[src/rtl/sub64_pipe.sv]
// sub64_pipe -- two-stage pipelined 64-bit subtractor, diff = a - b - Bin.
//
// The subtraction is split into two 32-bit halves. Stage 1 subtracts the low
// halves and registers the borrow between halves along with the upper operand
// halves. Stage 2 subtracts the upper halves using that registered borrow.
// Both stages use a valid/ready handshake that sustains one transfer per cycle
// and back-pressures when both stages are full and the consumer stalls.
//
// Ports:
//   clk        rising-edge clock
//   rst_n      asynchronous active-low reset
//   in_valid   operand set a/b/Bin is valid this cycle
//   in_ready   block accepts operands this cycle
//   a, b       64-bit minuend / subtrahend
//   Bin        borrow-in
//   out_valid  result valid
//   out_ready  downstream accepts result
//   diff       a - b - Bin mod 2^64
//   Bout       borrow-out, 1 iff unsigned a < b + Bin
//   zero, neg, ovf  result flags (only when SUB_FLAGS_EN is defined)
//
// Configuration macro: SUB_FLAGS_EN -- adds the zero/neg/ovf flag ports and
// their stage-2 registers. Without it, diff, Bout and timing are unchanged.

module sub64_pipe (
    input  logic        clk,
    input  logic        rst_n,
    input  logic        in_valid,
    output logic        in_ready,
    input  logic [63:0] a,
    input  logic [63:0] b,
    input  logic        Bin,
    output logic        out_valid,
    input  logic        out_ready,
    output logic [63:0] diff,
    output logic        Bout
`ifdef SUB_FLAGS_EN
    ,
    output logic        zero,
    output logic        neg,
    output logic        ovf
`endif
);

    // 32-bit half subtract as x + ~y + ~borrow_in; result is {borrow_out, diff}
    // where the borrow-out is the inverted carry-out.
    function automatic logic [32:0] sub32(input logic [31:0] x,
                                          input logic [31:0] y,
                                          input logic        bin);
        logic [32:0] sum;
        sum = {1'b0, x} + {1'b0, ~y} + {32'd0, ~bin};
        return {~sum[32], sum[31:0]};
    endfunction

    logic        accept;
    logic        advance;
    logic [32:0] lo_res;
    logic [32:0] hi_res;

    logic        s1_valid_q, s1_valid_d;
    logic [31:0] s1_lo_q, s1_lo_d;
    logic        s1_borrow_q, s1_borrow_d;
    logic [31:0] s1_ahi_q, s1_ahi_d;
    logic [31:0] s1_bhi_q, s1_bhi_d;

    logic        s2_valid_q, s2_valid_d;
    logic [63:0] diff_q, diff_d;
    logic        bout_q, bout_d;
`ifdef SUB_FLAGS_EN
    logic        zero_q, zero_d;
    logic        neg_q, neg_d;
    logic        ovf_q, ovf_d;
`endif

    // Stage 1 can always take new operands when it is empty or when it is
    // about to move into stage 2 (stage 2 empty or draining this cycle).
    assign in_ready = !s1_valid_q || !s2_valid_q || out_ready;
    assign accept   = in_valid && in_ready;
    assign advance  = s1_valid_q && (!s2_valid_q || out_ready);

    assign lo_res = sub32(a[31:0], b[31:0], Bin);
    assign hi_res = sub32(s1_ahi_q, s1_bhi_q, s1_borrow_q);

    // ---- stage 1: low half and inter-half borrow ----
    always_comb begin
        s1_valid_d  = s1_valid_q;
        s1_lo_d     = s1_lo_q;
        s1_borrow_d = s1_borrow_q;
        s1_ahi_d    = s1_ahi_q;
        s1_bhi_d    = s1_bhi_q;
        if (accept) begin
            s1_valid_d  = 1'b1;
            s1_lo_d     = lo_res[31:0];
            s1_borrow_d = lo_res[32];
            s1_ahi_d    = a[63:32];
            s1_bhi_d    = b[63:32];
        end else if (advance) begin
            s1_valid_d  = 1'b0;
        end
    end

    always_ff @(posedge clk or negedge rst_n) begin
        if (!rst_n) begin
            s1_valid_q <= 1'b0;
        end else begin
            s1_valid_q <= s1_valid_d;
        end
    end

    // Operand payload needs no reset: it is only observed behind s1_valid_q.
    always_ff @(posedge clk) begin
        s1_lo_q     <= s1_lo_d;
        s1_borrow_q <= s1_borrow_d;
        s1_ahi_q    <= s1_ahi_d;
        s1_bhi_q    <= s1_bhi_d;
    end

    // ---- stage 2: high half, borrow-out and flags ----
    always_comb begin
        s2_valid_d = s2_valid_q;
        diff_d     = diff_q;
        bout_d     = bout_q;
`ifdef SUB_FLAGS_EN
        zero_d     = zero_q;
        neg_d      = neg_q;
        ovf_d      = ovf_q;
`endif
        if (advance) begin
            s2_valid_d = 1'b1;
            diff_d     = {hi_res[31:0], s1_lo_q};
            bout_d     = hi_res[32];
`ifdef SUB_FLAGS_EN
            zero_d     = (hi_res[31:0] == 32'd0) && (s1_lo_q == 32'd0);
            neg_d      = hi_res[31];
            ovf_d      = (s1_ahi_q[31] != s1_bhi_q[31]) && (hi_res[31] != s1_ahi_q[31]);
`endif
        end else if (out_ready) begin
            s2_valid_d = 1'b0;
        end
    end

    always_ff @(posedge clk or negedge rst_n) begin
        if (!rst_n) begin
            s2_valid_q <= 1'b0;
            diff_q     <= 64'd0;
            bout_q     <= 1'b0;
`ifdef SUB_FLAGS_EN
            zero_q     <= 1'b0;
            neg_q      <= 1'b0;
            ovf_q      <= 1'b0;
`endif
        end else begin
            s2_valid_q <= s2_valid_d;
            diff_q     <= diff_d;
            bout_q     <= bout_d;
`ifdef SUB_FLAGS_EN
            zero_q     <= zero_d;
            neg_q      <= neg_d;
            ovf_q      <= ovf_d;
`endif
        end
    end

    assign out_valid = s2_valid_q;
    assign diff      = diff_q;
    assign Bout      = bout_q;
`ifdef SUB_FLAGS_EN
    assign zero      = zero_q;
    assign neg       = neg_q;
    assign ovf       = ovf_q;
`endif

endmodule

[config.mk]
export PLATFORM = sky130hd
export DESIGN_NAME = sub64_pipe
export DESIGN_NICKNAME = d
export VERILOG_FILES = /design/src/rtl/sub64_pipe.sv
export SDC_FILE = /design/constraint.sdc
export NUM_CORES = 1
export LEC_CHECK = 0
export ABC_CLOCK_PERIOD_IN_PS = 3500
export CAP_MARGIN = 20
export CORE_ASPECT_RATIO = 2
export CORE_MARGIN = 2
export CORE_UTILIZATION = 30
export DETAILED_ROUTE_END_ITERATION = 12
export PLACE_DENSITY = 0.52
export SYNTH_ARGS = -nofsm -noshare
export SYNTH_HDL_FRONTEND = slang
export SYNTH_SLANG_ARGS = --single-unit
[constraint.sdc]
create_clock -name clk -period 3.5 [get_ports clk]
set_input_delay 0.7 -clock clk [delete_from_list [all_inputs] [get_ports clk]]
set_output_delay 0.7 -clock clk [all_outputs]
set_load 0.01 [all_outputs]
==> impl_metrics.prom <==
# TYPE chip_impl_metric gauge
chip_impl_metric{name="leakage",unit="nW"} 5.10
chip_impl_metric{name="postSynth.asyncResetShare",unit="%"} 40.9
chip_impl_info{name="crit_path_end_kind",value="flip-flop"} 1
chip_impl_metric{name="timing.critical_path.fanout_max",unit=""} 4
chip_impl_metric{name="timing.final.max_slew_violations",unit=""} 0
chip_impl_metric{name="layout_stage_area_growth_over_the_synthesis_result",unit="%"} 36.8
chip_impl_metric{name="ir_worst_vdd",unit="V"} 0.000350
chip_impl_metric{name="synth_sequential_area_ratio",unit="%"} 52.1
chip_impl_info{name="critical_path_class",value="in -> reg"} 1
chip_impl_metric{name="hpwl",unit="mm"} 18.2
chip_impl_metric{name="antenna_found_initial",unit=""} 0
chip_impl_metric{name="routedWlPerCell",unit="um"} 16.6
chip_impl_metric{name="die_height",unit="um"} 246
chip_impl_metric{name="grt_pass1_wl",unit="mm"} 35.7
chip_impl_metric{name="number_of_warnings_reported_in_the_yosys_synthesis_log",unit=""} 0
chip_impl_metric{name="p_int",unit="mW"} 4.42
chip_impl_metric{name="floorplan.initialDensity",unit="%"} 30.6
chip_impl_metric{name="worst_relative_slew_slack",unit="%"} 36.9
chip_impl_metric{name="clk_path_buf_depth",unit=""} 2
chip_impl_metric{name="power.net_switching",unit="mW"} 1.76
chip_impl_metric{name="post-cts-setup-buffer-count",unit=""} 0
chip_impl_metric{name="path_clk_slew",unit="ns"} 0.07
chip_impl_metric{name="switching_share",unit="%"} 28.4
chip_impl_info{name="setup_repair_after_global_routing_missed_its_margin",value="false"} 1
chip_impl_metric{name="grt_overflow_total",unit=""} 0
chip_impl_metric{name="later_pin_clock_latency_in_the_skew_report",unit="ns"} 0.44
chip_impl_metric{name="synth_nets",unit=""} 972
chip_impl_metric{name="n_antenna_cell",unit=""} 0
chip_impl_metric{name="rows",unit=""} 88
chip_impl_metric{name="bufs_and_invs_on_worst_path",unit=""} 4
chip_impl_metric{name="drt.antenna.violating_nets",unit=""} 0
chip_impl_metric{name="pwr-share-comb",unit="%"} 27.7
chip_impl_info{name="worst_path_dominant_cell_family",value="compound AO/OA/AOI/OAI gates"} 1
chip_impl_metric{name="maxClockFrequency",unit="MHz"} 304
chip_impl_metric{name="finish.cell_count_without_fillers",unit=""} 1379
chip_impl_metric{name="worstPathRequired",unit="ns"} 3.79
chip_impl_metric{name="fin_crit",unit="ns"} 3.29
chip_impl_metric{name="avgSynthCellArea",unit="um^2"} 11.4
chip_impl_metric{name="floorplan.die_area",unit="um^2"} 30800
chip_impl_metric{name="cts-htree-levels",unit=""} 4
chip_impl_metric{name="io_buffers",unit=""} 199
chip_impl_info{name="tritoncts_clock_tree",value="built"} 1
chip_impl_metric{name="via_per_inst",unit=""} 4.71
chip_impl_info{name="hp-class",value="in -> async"} 1
chip_impl_info{name="commonest_register_cell_after_synthesis",value="edfxtp_1"} 1
chip_impl_metric{name="die-width",unit="um"} 125
chip_impl_info{name="startpoint_type",value="primary input"} 1
chip_impl_metric{name="total_power",unit="mW"} 6.18
chip_impl_metric{name="gp_congestion",unit=""} 0.822
chip_impl_metric{name="route.vias.total",unit=""} 6497
chip_impl_metric{name="post_route_cells_drive_above_1_share",unit="%"} 11.5
chip_impl_metric{name="total_routing_usage_gr",unit="%"} 15.1
chip_impl_metric{name="clock_skew",unit="ns"} 0.00673
chip_impl_info{name="outcome",value="finished, final reports clean"} 1
chip_impl_metric{name="cp_slowest_stage_delay",unit="ns"} 0.45
chip_impl_info{name="cp_cell_sequence",value="clkdlybuf4s50_1 > inv_1 > fa_1 > inv_1 > fa_1 > nor2b_1 > o21a_1 > o21ai_0 > a21oi_1 > a41oi_1 > buf_4 > o21ai_1 > a221o_1 > a21oi_1"} 1
chip_impl_metric{name="netlist-cell-type-count",unit=""} 70
chip_impl_metric{name="iteration_count_of_the_initial_detailed_routing_pass",unit=""} 7
chip_impl_metric{name="power.density",unit="nW/um^2"} 512
chip_impl_metric{name="drc_errors",unit=""} 0
chip_impl_info{name="clk_root_buffer_cell",value="clkbuf_16"} 1
chip_impl_metric{name="numClockSinks",unit=""} 164
chip_impl_metric{name="dp.cells",unit=""} 1347
chip_impl_metric{name="synth_enable_flop_cells",unit=""} 97
chip_impl_metric{name="period_share",unit="%"} 94.0
chip_impl_metric{name="cts_resized",unit=""} 0
chip_impl_metric{name="fp.coreArea",unit="um^2"} 28800
chip_impl_metric{name="transition_time_at_the_pin_with_the_least_slew_margin",unit="ns"} 0.946
chip_impl_metric{name="setup_viol_count_final",unit=""} 0
chip_impl_metric{name="seq_power_share",unit="%"} 40.9
chip_impl_metric{name="maxCapViolCount",unit=""} 0
chip_impl_metric{name="grt_pass1_vias",unit=""} 6765
chip_impl_metric{name="report.final.hold_viol_count",unit=""} 0
chip_impl_metric{name="totalWireLength",unit="mm"} 22.8
chip_impl_metric{name="gate_count_after_technology_mapping",unit=""} 773
chip_impl_metric{name="cts.hold.buffers_added",unit=""} 0
chip_impl_metric{name="finish.net_count",unit=""} 1205
chip_impl_metric{name="cp_data_arrival_time",unit="ns"} 3.58
chip_impl_metric{name="pin_count",unit=""} 200
chip_impl_metric{name="cts_made_buffers",unit=""} 17
chip_impl_info{name="timing.critical_path.slowest_stage_cell",value="clkdlybuf4s50_1"} 1
chip_impl_metric{name="grt_start_max_net_pins",unit=""} 68
chip_impl_metric{name="synthesis.area",unit="um^2"} 8810
chip_impl_metric{name="share_clk_of_total_power",unit="%"} 31.4
chip_impl_metric{name="ys_ff_latch",unit=""} 164
chip_impl_metric{name="drt_iter0_markers",unit=""} 196
## layout by cell type (no fill, tap or decap), types with 7 or more instances in the layout
| cell type | n |
|---|---|
| nand3_1 | 8 |
| nor3_1 | 10 |
| nor2b_1 | 8 |
| o21ai_0 | 47 |
| a31oi_1 | 9 |
| nand2_1 | 58 |
| edfxtp_1 | 97 |
| a21oi_1 | 45 |
| clkbuf_16 | 17 |
| nor2_1 | 25 |
| xnor2_1 | 31 |
| a21o_1 | 29 |
| dfrtp_1 | 67 |
| clkdlybuf4s50_1 | 198 |
| nand2b_1 | 9 |
| mux2_2 | 33 |
| buf_4 | 30 |
| xor2_1 | 19 |
| inv_1 | 83 |
| and3_1 | 15 |
| ha_1 | 62 |
| o21ai_1 | 7 |
| o21bai_1 | 7 |
## worst paths after layout
kind | start | to | cells past startpoint | slack, ns
hold reg to reg | s1_lo_q[3] | diff[3] | 1 | 0.47
max in group asynchronous | rst_n | out_valid | 1 | 2.47
hold / removal | rst_n | diff[0] | 1 | 0.39
setup / recovery | b[0] | s1_borrow_q | 14 | 0.21
setup reg to reg | s1_borrow_q | diff[62] | 12 | 0.36
min in group clk | s1_lo_q[3] | diff[3] | 1 | 0.47
## area by class of cell
| type | instances | area, um^2 |
|---|---|---|
| fillers | 2812 | 16800 |
| flip-flops and latches | 164 | 4590 |
| clock inverters | 15 | 180 |
| inverters | 83 | 312 |
| multi-input cells | 510 | 3850 |
| well taps | 360 | 450 |
| clock buffers | 17 | 425 |
| repair buffers | 230 | 2250 |
## power groups by stage
stage	logic, mW	clock network, mW	registers, mW
final	1.71	1.94	2.52
after floorplan	0.776	0	2.63
after global placement	1.73	0	2.56
after CTS	1.75	2.01	2.53
after global routing	1.88	2.08	2.56
after detailed placement	1.74	0	2.57
## routing by layer
| metal | vias up | global-route usage [%] | wire length, um |
|---|---|---|---|
| met5 | - | 0 | 0 |
| li1 | 3262 | - | - |
| met2 | 150 | 30.3 | 13500 |
| met3 | 31 | 3.47 | 836 |
| met1 | 3054 | 14.2 | 7830 |
| met4 | 0 | 6.83 | 722 |
## cell usage after synthesis (all sizes together), types with 4 or more instances
library cell | n | area [um^2]
a211oi | 5 | 42.5
a21o | 30 | 226
a21oi | 47 | 243
a31oi | 10 | 77.6
a41oi | 4 | 35.0
and2 | 6 | 37.5
and3 | 15 | 93.8
buf | 5 | 27.5
clkbuf | 11 | 41.3
dfrtp | 67 | 1680
edfxtp | 97 | 2910
fa | 4 | 80.1
ha | 62 | 776
inv | 83 | 312
mux2 | 33 | 372
nand2 | 60 | 228
nand2b | 9 | 56.3
nand3 | 8 | 40.0
nand4 | 4 | 25.0
nor2 | 25 | 93.8
nor2b | 8 | 50.1
nor3 | 10 | 50.1
o21a | 6 | 45.0
o21ai | 56 | 288
o21bai | 7 | 52.6
xnor2 | 31 | 272
xor2 | 19 | 166
## registers in the layout, summed over array words and instances, names as in the netlist
| register | count |
|---|---|
| s1_borrow_q | 1 |
| diff | 64 |
| Bout | 1 |
| s1_ahi_q | 32 |
| s1_lo_q | 32 |
| out_valid | 1 |
| s1_valid_q | 1 |
| s1_bhi_q | 32 |
## cell families (layout without fill, tap and decap cells)
kind of cell,after synthesis,after routing,synth area share (%)
buffers and inverters,99,345,4.32
multiplexers,34,34,4.33
XOR/XNOR,50,50,4.97
AO/OA/AOI/OAI,203,203,15.7
adder cells (fa/ha/maj),66,66,9.71
flip-flops,164,164,52.1
AND/OR/NAND/NOR,157,157,8.92
## per-stage QoR
step	util, %	area [um^2]	hold slack [ns]	worst slack (ns)	setup TNS (ns)
2_1_floorplan	-	8810	0.404	0.437	0
3_3_place_gp	39.7	11500	0.458	-0.209	-1.69
3_5_place_dp	39.7	11500	0.465	-0.249	-2.35
4_1_cts	41.8	12100	0.431	0.219	0
5_1_grt	41.8	12100	0.464	0.0707	0
6_report	41.8	12100	0.390	0.210	0
## worst reg2reg max path, cell delays in order, from the launching register on
cell and delay (ns):
edfxtp_1 0.34, inv_1 0.06, fa_1 0.45, inv_1 0.09, fa_1 0.20, nor2b_1 0.07
o31a_1 0.28, o21a_1 0.25, o211ai_2 0.15, nand2_1 0.20, a221o_1 0.46, a22o_1 0.25
o31ai_1 0.24
Power figures use the tool's default switching activity.
